<file path="src/rtl/ysyx_23060025_csr_trap_if.sv">
// CSR access, trap/return and redirect signals between the execute stage
// and the machine-mode CSR/trap block.
interface ysyx_23060025_csr_trap_if #(
  parameter int DATA_WIDTH = 32
);
  logic [1:0]            csr_op_i;
  logic [11:0]           csr_addr_i;
  logic [DATA_WIDTH-1:0] csr_wdata_i;
  logic [DATA_WIDTH-1:0] csr_rdata_o;
  logic                  csr_illegal_o;
  logic                  trap_valid_i;
  logic [DATA_WIDTH-1:0] trap_cause_i;
  logic [DATA_WIDTH-1:0] trap_pc_i;
  logic                  mret_i;
  logic                  int_boundary_i;
  logic                  irq_timer_i;
  logic                  irq_pending_o;
  logic                  redirect_valid_o;
  logic [DATA_WIDTH-1:0] redirect_pc_o;

  modport master (
    output csr_op_i, csr_addr_i, csr_wdata_i, trap_valid_i, trap_cause_i,
           trap_pc_i, mret_i, int_boundary_i, irq_timer_i,
    input  csr_rdata_o, csr_illegal_o, irq_pending_o, redirect_valid_o,
           redirect_pc_o
  );

  modport slave (
    input  csr_op_i, csr_addr_i, csr_wdata_i, trap_valid_i, trap_cause_i,
           trap_pc_i, mret_i, int_boundary_i, irq_timer_i,
    output csr_rdata_o, csr_illegal_o, irq_pending_o, redirect_valid_o,
           redirect_pc_o
  );
endinterface

</file>
<file path="src/rtl/ysyx_23060025_csr_trap.sv">
// Machine-mode CSR file with Zicsr read-modify-write, trap entry, mret,
// gated timer interrupt, 64-bit mcycle and a registered fetch redirect.
module ysyx_23060025_csr_trap #(
  parameter int                    DATA_WIDTH  = 32,
  parameter logic [DATA_WIDTH-1:0] RESET_MTVEC = '0,
  parameter logic [31:0]           MVENDORID   = 32'h79737978,
  parameter logic [31:0]           MARCHID     = 32'd23060025,
  parameter logic [31:0]           MHARTID     = 32'd0
) (
  input logic                    clock,
  input logic                    reset,
  ysyx_23060025_csr_trap_if.slave bus
);
  localparam int DW = DATA_WIDTH;
  typedef logic [DW-1:0] word_t;
  localparam word_t INT_CAUSE = {1'b1, {(DW-1){1'b0}}} | word_t'(7);

  logic        mie_q, mpie_q, mtie_q;
  word_t       mtvec_q, mscratch_q, mepc_q, mcause_q;
  logic [63:0] mcycle_q, mcycle_d;
  logic        redirect_valid_q;
  word_t       redirect_pc_q;

  word_t rdata, wval, trap_base;
  logic  impl, illegal, irq_pending;
  logic  take_trap, take_mret, take_int, csr_we;

  always_comb begin
    rdata = '0;
    impl  = 1'b1;
    case (bus.csr_addr_i)
      12'h300: begin
        rdata[12:11] = 2'b11;
        rdata[7]     = mpie_q;
        rdata[3]     = mie_q;
      end
      12'h304: rdata[7] = mtie_q;
      12'h305: rdata = mtvec_q;
      12'h340: rdata = mscratch_q;
      12'h341: rdata = mepc_q;
      12'h342: rdata = mcause_q;
      12'h344: rdata[7] = bus.irq_timer_i;
      12'hB00: rdata = word_t'(mcycle_q);
      12'hB80: begin
        if (DW == 32) rdata = word_t'(mcycle_q[63:32]);
        else          impl  = 1'b0;
      end
      12'hF11: rdata = word_t'(MVENDORID);
      12'hF12: rdata = word_t'(MARCHID);
      12'hF14: rdata = word_t'(MHARTID);
      default: impl = 1'b0;
    endcase
  end

  // Read-only space (addr[11:10]==11) tolerates only RS/RC with a zero mask.
  assign illegal = (bus.csr_op_i != 2'b00) &&
                   (!impl || (bus.csr_addr_i[11:10] == 2'b11 &&
                              (bus.csr_op_i == 2'b01 || bus.csr_wdata_i != '0)));

  always_comb begin
    case (bus.csr_op_i)
      2'b01:   wval = bus.csr_wdata_i;
      2'b10:   wval = rdata | bus.csr_wdata_i;
      2'b11:   wval = rdata & ~bus.csr_wdata_i;
      default: wval = rdata;
    endcase
  end

  assign irq_pending = mie_q & mtie_q & bus.irq_timer_i;
  assign take_trap   = bus.trap_valid_i;
  assign take_mret   = !take_trap && bus.mret_i;
  assign take_int    = !take_trap && !bus.mret_i && irq_pending && bus.int_boundary_i;
  assign csr_we      = (bus.csr_op_i != 2'b00) && !illegal &&
                       !take_trap && !bus.mret_i && !take_int;
  assign trap_base   = {mtvec_q[DW-1:2], 2'b00};

  // A write to either mcycle half replaces the whole next value, so the
  // dropped increment cannot carry into the other half.
  always_comb begin
    mcycle_d = mcycle_q + 64'd1;
    if (csr_we && bus.csr_addr_i == 12'hB00)
      mcycle_d = (DW == 32) ? {mcycle_q[63:32], wval[31:0]} : 64'(wval);
    if (csr_we && bus.csr_addr_i == 12'hB80)
      mcycle_d = {wval[31:0], mcycle_q[31:0]};
  end

  always_ff @(posedge clock) begin
    if (reset) begin
      mie_q            <= 1'b0;
      mpie_q           <= 1'b0;
      mtie_q           <= 1'b0;
      mtvec_q          <= RESET_MTVEC;
      mscratch_q       <= '0;
      mepc_q           <= '0;
      mcause_q         <= '0;
      mcycle_q         <= '0;
      redirect_valid_q <= 1'b0;
      redirect_pc_q    <= '0;
    end else begin
      mcycle_q         <= mcycle_d;
      redirect_valid_q <= 1'b0;
      if (take_trap || take_int) begin
        mepc_q           <= bus.trap_pc_i & ~word_t'(3);
        mpie_q           <= mie_q;
        mie_q            <= 1'b0;
        mcause_q         <= take_trap ? bus.trap_cause_i : INT_CAUSE;
        redirect_valid_q <= 1'b1;
        redirect_pc_q    <= trap_base + ((take_int && mtvec_q[0]) ? word_t'(28) : '0);
      end else if (take_mret) begin
        mie_q            <= mpie_q;
        mpie_q           <= 1'b1;
        redirect_valid_q <= 1'b1;
        redirect_pc_q    <= mepc_q;
      end else if (csr_we) begin
        case (bus.csr_addr_i)
          12'h300: begin
            mie_q  <= wval[3];
            mpie_q <= wval[7];
          end
          12'h304: mtie_q     <= wval[7];
          12'h305: mtvec_q    <= {wval[DW-1:2], 1'b0, wval[1:0] == 2'b01};
          12'h340: mscratch_q <= wval;
          12'h341: mepc_q     <= {wval[DW-1:2], 2'b00};
          12'h342: mcause_q   <= wval;
          default: ;
        endcase
      end
    end
  end

  assign bus.csr_rdata_o      = rdata;
  assign bus.csr_illegal_o    = illegal;
  assign bus.irq_pending_o    = irq_pending;
  assign bus.redirect_valid_o = redirect_valid_q;
  assign bus.redirect_pc_o    = redirect_pc_q;
endmodule

</file>
<file path="src/flat_wrapper.sv">
// flat-port wrapper written by rule: the top's interface ports become plain ports
module ysyx_23060025_csr_trap_flat 
#(
  parameter int                    DATA_WIDTH  = 32,
  parameter logic [DATA_WIDTH-1:0] RESET_MTVEC = '0,
  parameter logic [31:0]           MVENDORID   = 32'h79737978,
  parameter logic [31:0]           MARCHID     = 32'd23060025,
  parameter logic [31:0]           MHARTID     = 32'd0
)
  (clock, reset, bus_csr_op_i, bus_csr_addr_i, bus_csr_wdata_i, bus_trap_valid_i, bus_trap_cause_i, bus_trap_pc_i, bus_mret_i, bus_int_boundary_i, bus_irq_timer_i, bus_csr_rdata_o, bus_csr_illegal_o, bus_irq_pending_o, bus_redirect_valid_o, bus_redirect_pc_o);
  ysyx_23060025_csr_trap_if #(.DATA_WIDTH(DATA_WIDTH)) bus_i ();
  input logic clock;
  input logic reset;
  input wire logic [$bits(bus_i.csr_op_i)-1:0] bus_csr_op_i;
  input wire logic [$bits(bus_i.csr_addr_i)-1:0] bus_csr_addr_i;
  input wire logic [$bits(bus_i.csr_wdata_i)-1:0] bus_csr_wdata_i;
  input wire logic [$bits(bus_i.trap_valid_i)-1:0] bus_trap_valid_i;
  input wire logic [$bits(bus_i.trap_cause_i)-1:0] bus_trap_cause_i;
  input wire logic [$bits(bus_i.trap_pc_i)-1:0] bus_trap_pc_i;
  input wire logic [$bits(bus_i.mret_i)-1:0] bus_mret_i;
  input wire logic [$bits(bus_i.int_boundary_i)-1:0] bus_int_boundary_i;
  input wire logic [$bits(bus_i.irq_timer_i)-1:0] bus_irq_timer_i;
  output wire logic [$bits(bus_i.csr_rdata_o)-1:0] bus_csr_rdata_o;
  output wire logic [$bits(bus_i.csr_illegal_o)-1:0] bus_csr_illegal_o;
  output wire logic [$bits(bus_i.irq_pending_o)-1:0] bus_irq_pending_o;
  output wire logic [$bits(bus_i.redirect_valid_o)-1:0] bus_redirect_valid_o;
  output wire logic [$bits(bus_i.redirect_pc_o)-1:0] bus_redirect_pc_o;
  assign bus_i.csr_op_i = bus_csr_op_i;
  assign bus_i.csr_addr_i = bus_csr_addr_i;
  assign bus_i.csr_wdata_i = bus_csr_wdata_i;
  assign bus_i.trap_valid_i = bus_trap_valid_i;
  assign bus_i.trap_cause_i = bus_trap_cause_i;
  assign bus_i.trap_pc_i = bus_trap_pc_i;
  assign bus_i.mret_i = bus_mret_i;
  assign bus_i.int_boundary_i = bus_int_boundary_i;
  assign bus_i.irq_timer_i = bus_irq_timer_i;
  assign bus_csr_rdata_o = bus_i.csr_rdata_o;
  assign bus_csr_illegal_o = bus_i.csr_illegal_o;
  assign bus_irq_pending_o = bus_i.irq_pending_o;
  assign bus_redirect_valid_o = bus_i.redirect_valid_o;
  assign bus_redirect_pc_o = bus_i.redirect_pc_o;
  ysyx_23060025_csr_trap #(.DATA_WIDTH(DATA_WIDTH), .RESET_MTVEC(RESET_MTVEC), .MVENDORID(MVENDORID), .MARCHID(MARCHID), .MHARTID(MHARTID)) u_core (.clock(clock), .reset(reset), .bus(bus_i));
endmodule
</file>
<file path="config.mk">
export PLATFORM = sky130hd
export DESIGN_NAME = ysyx_23060025_csr_trap_flat
export DESIGN_NICKNAME = d
export VERILOG_FILES = /design/src/rtl/ysyx_23060025_csr_trap_if.sv /design/src/rtl/ysyx_23060025_csr_trap.sv /design/src/flat_wrapper.sv
export SDC_FILE = /design/constraint.sdc
export NUM_CORES = 1
export LEC_CHECK = 0
export ABC_CLOCK_PERIOD_IN_PS = 4300
export CORE_ASPECT_RATIO = 0.75
export CORE_MARGIN = 2
export CORE_UTILIZATION = 35
export DETAILED_ROUTE_END_ITERATION = 7
export MAX_ROUTING_LAYER = met4
export SYNTH_ARGS = -nofsm -noshare
export SYNTH_HDL_FRONTEND = slang
export SYNTH_SLANG_ARGS = --single-unit
</file>
<file path="constraint.sdc">
create_clock -name clock -period 4.3 [get_ports clock]
set_clock_uncertainty 0.15 [all_clocks]
set_input_delay 0.86 -clock clock [delete_from_list [all_inputs] [get_ports clock]]
set_output_delay 0.86 -clock clock [all_outputs]
set_load 0.005 [all_outputs]
</file>
## After elaboration in Yosys (flattened, before gate mapping)

Cells that the tools add are included.

- Register bits after elaboration: 225
- Bits in latches: 0
- Bits in writable memories: 0
- Memory bits (read-only): 0
- Input bits: 116
- Output and inout bits: 67
- Logic and storage cells: 113
- Memories: 0

- Add/subtract/negate cells: 2
- $mul: 0
- Divide/modulo/power cells: 0
- $lt $le $gt $ge: 0
- Equal/unequal tests: 19
- Shift-type cells: 0
- Mux-type cells: 32
- Bitwise operators: 7
- Reductions and logical operators: 42

Operator list:

| cell | number |
|---|---|
| two-way mux 32 bit | 11 |
| case mux 19 bit (8 select lines) | 1 |
| two-way mux 64 bit | 2 |
| case mux 32 bit (3 select lines) | 1 |
| equality test 12 x 10 -> 1 bit (second input constant) | 7 |
| adder 64 x 1 -> 64 bit (second input constant) | 1 |
| equality test 12 bit (second input constant) | 5 |
| case mux 3 bit (8 select lines) | 2 |
| adder 32 bit | 1 |
| AND 32 bit | 1 |
| NOT 32 bit | 1 |
| OR 32 bit | 1 |
| nonzero test 32 bit | 1 |
| case mux 3 bit (7 select lines) | 1 |
| case mux 2 bit (7 select lines) | 1 |
| nonzero test 2 bit | 7 |
| logical AND 1 bit | 13 |
| AND reduction 4 bit | 3 |
| OR reduction 12 bit | 1 |
| two-way mux 1 bit | 10 |
| case mux 1 bit (9 select lines) | 1 |
| case mux 1 bit (8 select lines) | 1 |
| equality test 2 bit (second input constant) | 3 |
| AND reduction 3 bit | 2 |
| other kinds (11) | 24 |

## Longest topological paths before layout

- Word-level depth: 14
- Depth in mapped cells: 12
- Gate-level depth less buffers: 12

## Worst setup path after synthesis

Ideal clock, no wire load.

- Path type: input port to flip-flop
- Start point: input bus_int_boundary_i
- End point: register u_core.redirect_pc_q[26], in the netlist u_core.bus.redirect_pc_o[26]
- Arrival: 3360 ps
- Required time: 4035 ps
- Setup slack: 675 ps
- Stages: 12
- Cells stage by stage: nand4_1 -> nor3_1 -> and2_1 -> ha_1 -> fa_1 -> a21oi_1 -> nor3_1 -> nand3_1 -> nor2_1 -> nand3_1 -> xor2_1 -> a2111oi_0

- Longest elaborated chain between the ends: 5

RTL lines:

| element | line | RTL |
|---|---|---|
| start: declaration | flat_wrapper.sv:21 | `input wire logic [$bits(bus_i.int_boundary_i)-1:0] bus_int_boundary_i;` |
| logical AND 1 bit (*) | ysyx_23060025_csr_trap.sv:72 | `assign take_int = !take_trap && !bus.mret_i && irq_pending && bus.int_boundary_i;` |
| logical AND 1 bit | ysyx_23060025_csr_trap.sv:108 | `redirect_pc_q <= trap_base + ((take_int && mtvec_q[0]) ? word_t'(28) : '0);` |
| two-way mux 5 bit | ysyx_23060025_csr_trap.sv:108 |  |
| adder 32 bit | ysyx_23060025_csr_trap.sv:108 |  |
| two-way mux 32 bit | ysyx_23060025_csr_trap.sv:102 | `if (take_trap \|\| take_int) begin` |
| end signal: assignment | ysyx_23060025_csr_trap.sv:108 |  |
| end signal: assignment | ysyx_23060025_csr_trap.sv:113 | `redirect_pc_q <= mepc_q;` |
| end: declaration | ysyx_23060025_csr_trap.sv:22 | `word_t redirect_pc_q;` |

Every way passes the cells marked *; elsewhere a longest branch is shown, timed or not.
A chain may end at the register's enable or synchronous reset.

## Final worst setup path

- Start point: input bus_csr_addr_i[1]
- End point: output bus_csr_rdata_o[11]

- Longest elaborated chain between the ends: 3

RTL lines:

| element | line | RTL |
|---|---|---|
| start: declaration | flat_wrapper.sv:15 | `input wire logic [$bits(bus_i.csr_addr_i)-1:0] bus_csr_addr_i;` |
| equality test 12 bit / equality test 12 x 10 -> 1 bit (equally long branches) | ysyx_23060025_csr_trap.sv:31 | `case (bus.csr_addr_i)` |
| OR reduction 3 bit (no source line) | n/a |  |
| case mux 2 bit (7 select lines) (*) | ysyx_23060025_csr_trap.sv:31 |  |
| end: declaration | flat_wrapper.sv:23 | `output wire logic [$bits(bus_i.csr_rdata_o)-1:0] bus_csr_rdata_o;` |

Marked as above.

==> impl_metrics.yaml <==
drt:
  final_antenna_net_count: 0
  via_per_inst: 6.04
  wl_per_cell_um: 25.1
  drc: 0
  vias: 15800
  dr.pass1.iters: 5
  wirelength_um: 65600
  initialDrtViolationCount: 1850
logic_synthesis:
  yosysTopAreaCellShare_pct: 32.3
  ys_types: 100
  yosysTopAreaCell: "dfxtp_1"
  post-synth-top-count-cell: "dfxtp_1"
  syn_area_per_cell_um2: 7.81
  yosys_warnings: 0
  synth-main-ff-cell: "dfxtp_1"
  ys_seq_area_share_pct: 32.3
  synth_seq_cells: 223
  async_flop_share_pct: 0
  netlist_area_mm2: 0.0138
  netlist_top_cells_count: "dfxtp_1, nor2_1, nand2_1"
  syn_inst: 1770
  synth-edff-count: 0
  synthTopCellsByArea: "dfxtp_1, mux2i_1, nor2_1, nand2_1, a211oi_1"
clock_tree:
  clkSinkCount: 223
  clockRootBuffer: "clkbuf_16"
  cts_tree: "done"
  clkTransAtPathRegs_ps: 60
  cts_buffer_depth: 3
  numCtsBuffers: 26
  cts_hold_buf: 0
  htree_levels: 1
  clock_latency_ps: 560
global_route:
  overflow: 0
  grt_antenna_before_repair: 2
  grt_first_pass_wirelength_um: 95800
  grt_pass1_vias: 14700
  grt_usage_pct: 32.1
  grt_max_degree: 199
placed_design:
  place_area_mm2: 0.0177
  place.port_buffers: 178
  place_hpwl_um: 48900
  placed_cells_incl_taps: 2562
  routabilityCongestion: 0.994
floorplan:
  io_pins: 183
  num_rows: 63
  core_area_mm2: 0.0393
  dieWidth_um: 233
  initial_core_util_pct: 35.2
  die_h_um: 176
  fp.dieArea_mm2: 0.0411
power:
  total_power_mw: 5.40
  leakage_nw: 6.96
  peakVddDrop_mv: 0.218
  powerDensity_mw_per_mm2: 287
outcome:
  status: "completed"
sta:
  slew_violations: 0
  whs_ps: 299
  tightestPinTransition_ps: 1070
  fmax_mhz: 237
  final.period_utilization_pct: 98.3
  final_hold_viol_count: 0
  setup_viol: 0
  rsz0062_at_grt: "yes"
  slew_headroom_pct: 29.0
  fin_crit_ps: 4230
finish:
  syn_to_final_growth_pct: 36.2
  drive_above_1_share_pct: 18.8
  stdcell_count: 2616
  final_area_mm2: 0.0188
  postLayoutCoreUtil_pct: 48.0
  fin_nets: 2198
critical_path:
  start_kind: "input pin"
  cp.arrival_ps: 3220
  worstSetupPathType: "in2out"
  worstPathRequired_ps: 3290
  crit_path_end_kind: "output pin"
  crit_fanout: 9
  reg2reg_slack_ps: 700
flow_run:
  drv_cap: 0
min_path:
  hold_path.class: "reg2reg"
## routing by layer
layer	up-vias	part of all wire, %	GRT usage (%)
li1	7196	-	-
met1	7685	45	44.3
met2	779	43	46.2
met3	137	8.4	6.14
met4	0	4.2	11.8
met5	-	0	-
## stage by stage
stage	setup WS [ps]	setup TNS, ps
after CTS	12.0	0
after global routing	-13.3	-13.3
after global placement	-419	-6580
after floorplan	675	0
final	74.8	0
after detailed placement	-348	-6290
## critical path, cell delays in order
cell	delay [ps]
dlygate4sd2_1	350
buf_4	260
nor4bb_4	70
and3_1	250
a222oi_1	570
nand4b_1	330
clkdlybuf4s50_1	530
## area by class of cell
type,instances,area (µm²)
inverters,15,60.1
fillers,3914,20400
clock inverters,15,209
flip-flops and latches,223,4460
clock buffers,31,721
repair buffers,417,3800
diodes,1,2.50
multi-input cells,1394,8920
well taps,520,651
## placed cells by master, fill, tap and decap left out, types with 11 or more instances in the layout
| cell type | Yosys | layout |
|---|---|---|
| or3_1 | 13 | 11 |
| a221oi_1 | 19 | 17 |
| nand2_1 | 210 | 208 |
| a311oi_1 | 12 | 12 |
| dfxtp_1 | 223 | 223 |
| mux2_2 | 26 | 26 |
| and3_1 | 28 | 27 |
| a31oi_1 | 27 | 27 |
| buf_4 | 3 | 217 |
| nor4_1 | 27 | 23 |
| xor2_1 | 17 | 17 |
| a22oi_1 | 22 | 22 |
| and2_1 | 13 | 13 |
| nor2_1 | 218 | 214 |
| o21ai_0 | 88 | 87 |
| nand4_1 | 37 | 37 |
| xnor2_1 | 37 | 37 |
| a211oi_1 | 76 | 76 |
| nor3_1 | 34 | 31 |
| buf_12 | 0 | 17 |
| inv_1 | 15 | 14 |
| nand3_1 | 63 | 62 |
| and4_1 | 11 | 11 |
| mux2i_1 | 86 | 86 |
| a21oi_1 | 113 | 111 |
| clkdlybuf4s50_1 | 0 | 162 |
| clkbuf_16 | 0 | 27 |
## report_power, final
| part | total (mW) | internal [mW] | switching (mW) |
|---|---|---|---|
| Sequential | 2.18 | 2.12 | 0.0521 |
| Combinational | 0.756 | 0.331 | 0.425 |
| Clock | 2.47 | 1.49 | 0.981 |
## flip-flops by register name, summed over array words and instances, names as in the netlist
register                     count
u_core.mcycle_q                 64
u_core.mcause_q                 32
u_core.mscratch_q               32
u_core.mtvec_q                  31
u_core.bus.redirect_pc_o        30
u_core.mepc_q                   30
u_core.bus.redirect_valid_o      1
u_core.mie_q                     1
u_core.mpie_q                    1
u_core.mtie_q                    1
## kinds of logic (layout without fill, tap and decap cells)
kind of cell	after synthesis	count (layout)	share of synthesized area (%)
and+or+nand+nor	732	732	26.3
AOI/OAI and AO/OA	489	489	24.2
DFF	223	223	32.3
other	1	3	0.0271
muxes	112	112	8.35
buffers and inverters	154	478	4.87
xor gates and xnor gates	54	54	3.42
adders and majority gates	5	5	0.507
## final timing paths
| check | from | end | cells past startpoint |
|---|---|---|---|
| min | u_core.bus.redirect_pc_o[11] | u_core.bus.redirect_pc_o[11] | 2 |
| max | bus_csr_addr_i[1] | bus_csr_rdata_o[11] | 7 |
| max reg2reg | u_core.mie_q | u_core.bus.redirect_pc_o[26] | 12 |
| min reg2reg | u_core.bus.redirect_pc_o[11] | u_core.bus.redirect_pc_o[11] | 2 |
## repair_timing
item                       4_1_cts  5_1_grt
buffers inserted                 2        5
pin swaps                        4        2
setup endpoints to repair       33       29
resized for setup               31       26
Power figures use the tool's default switching activity.
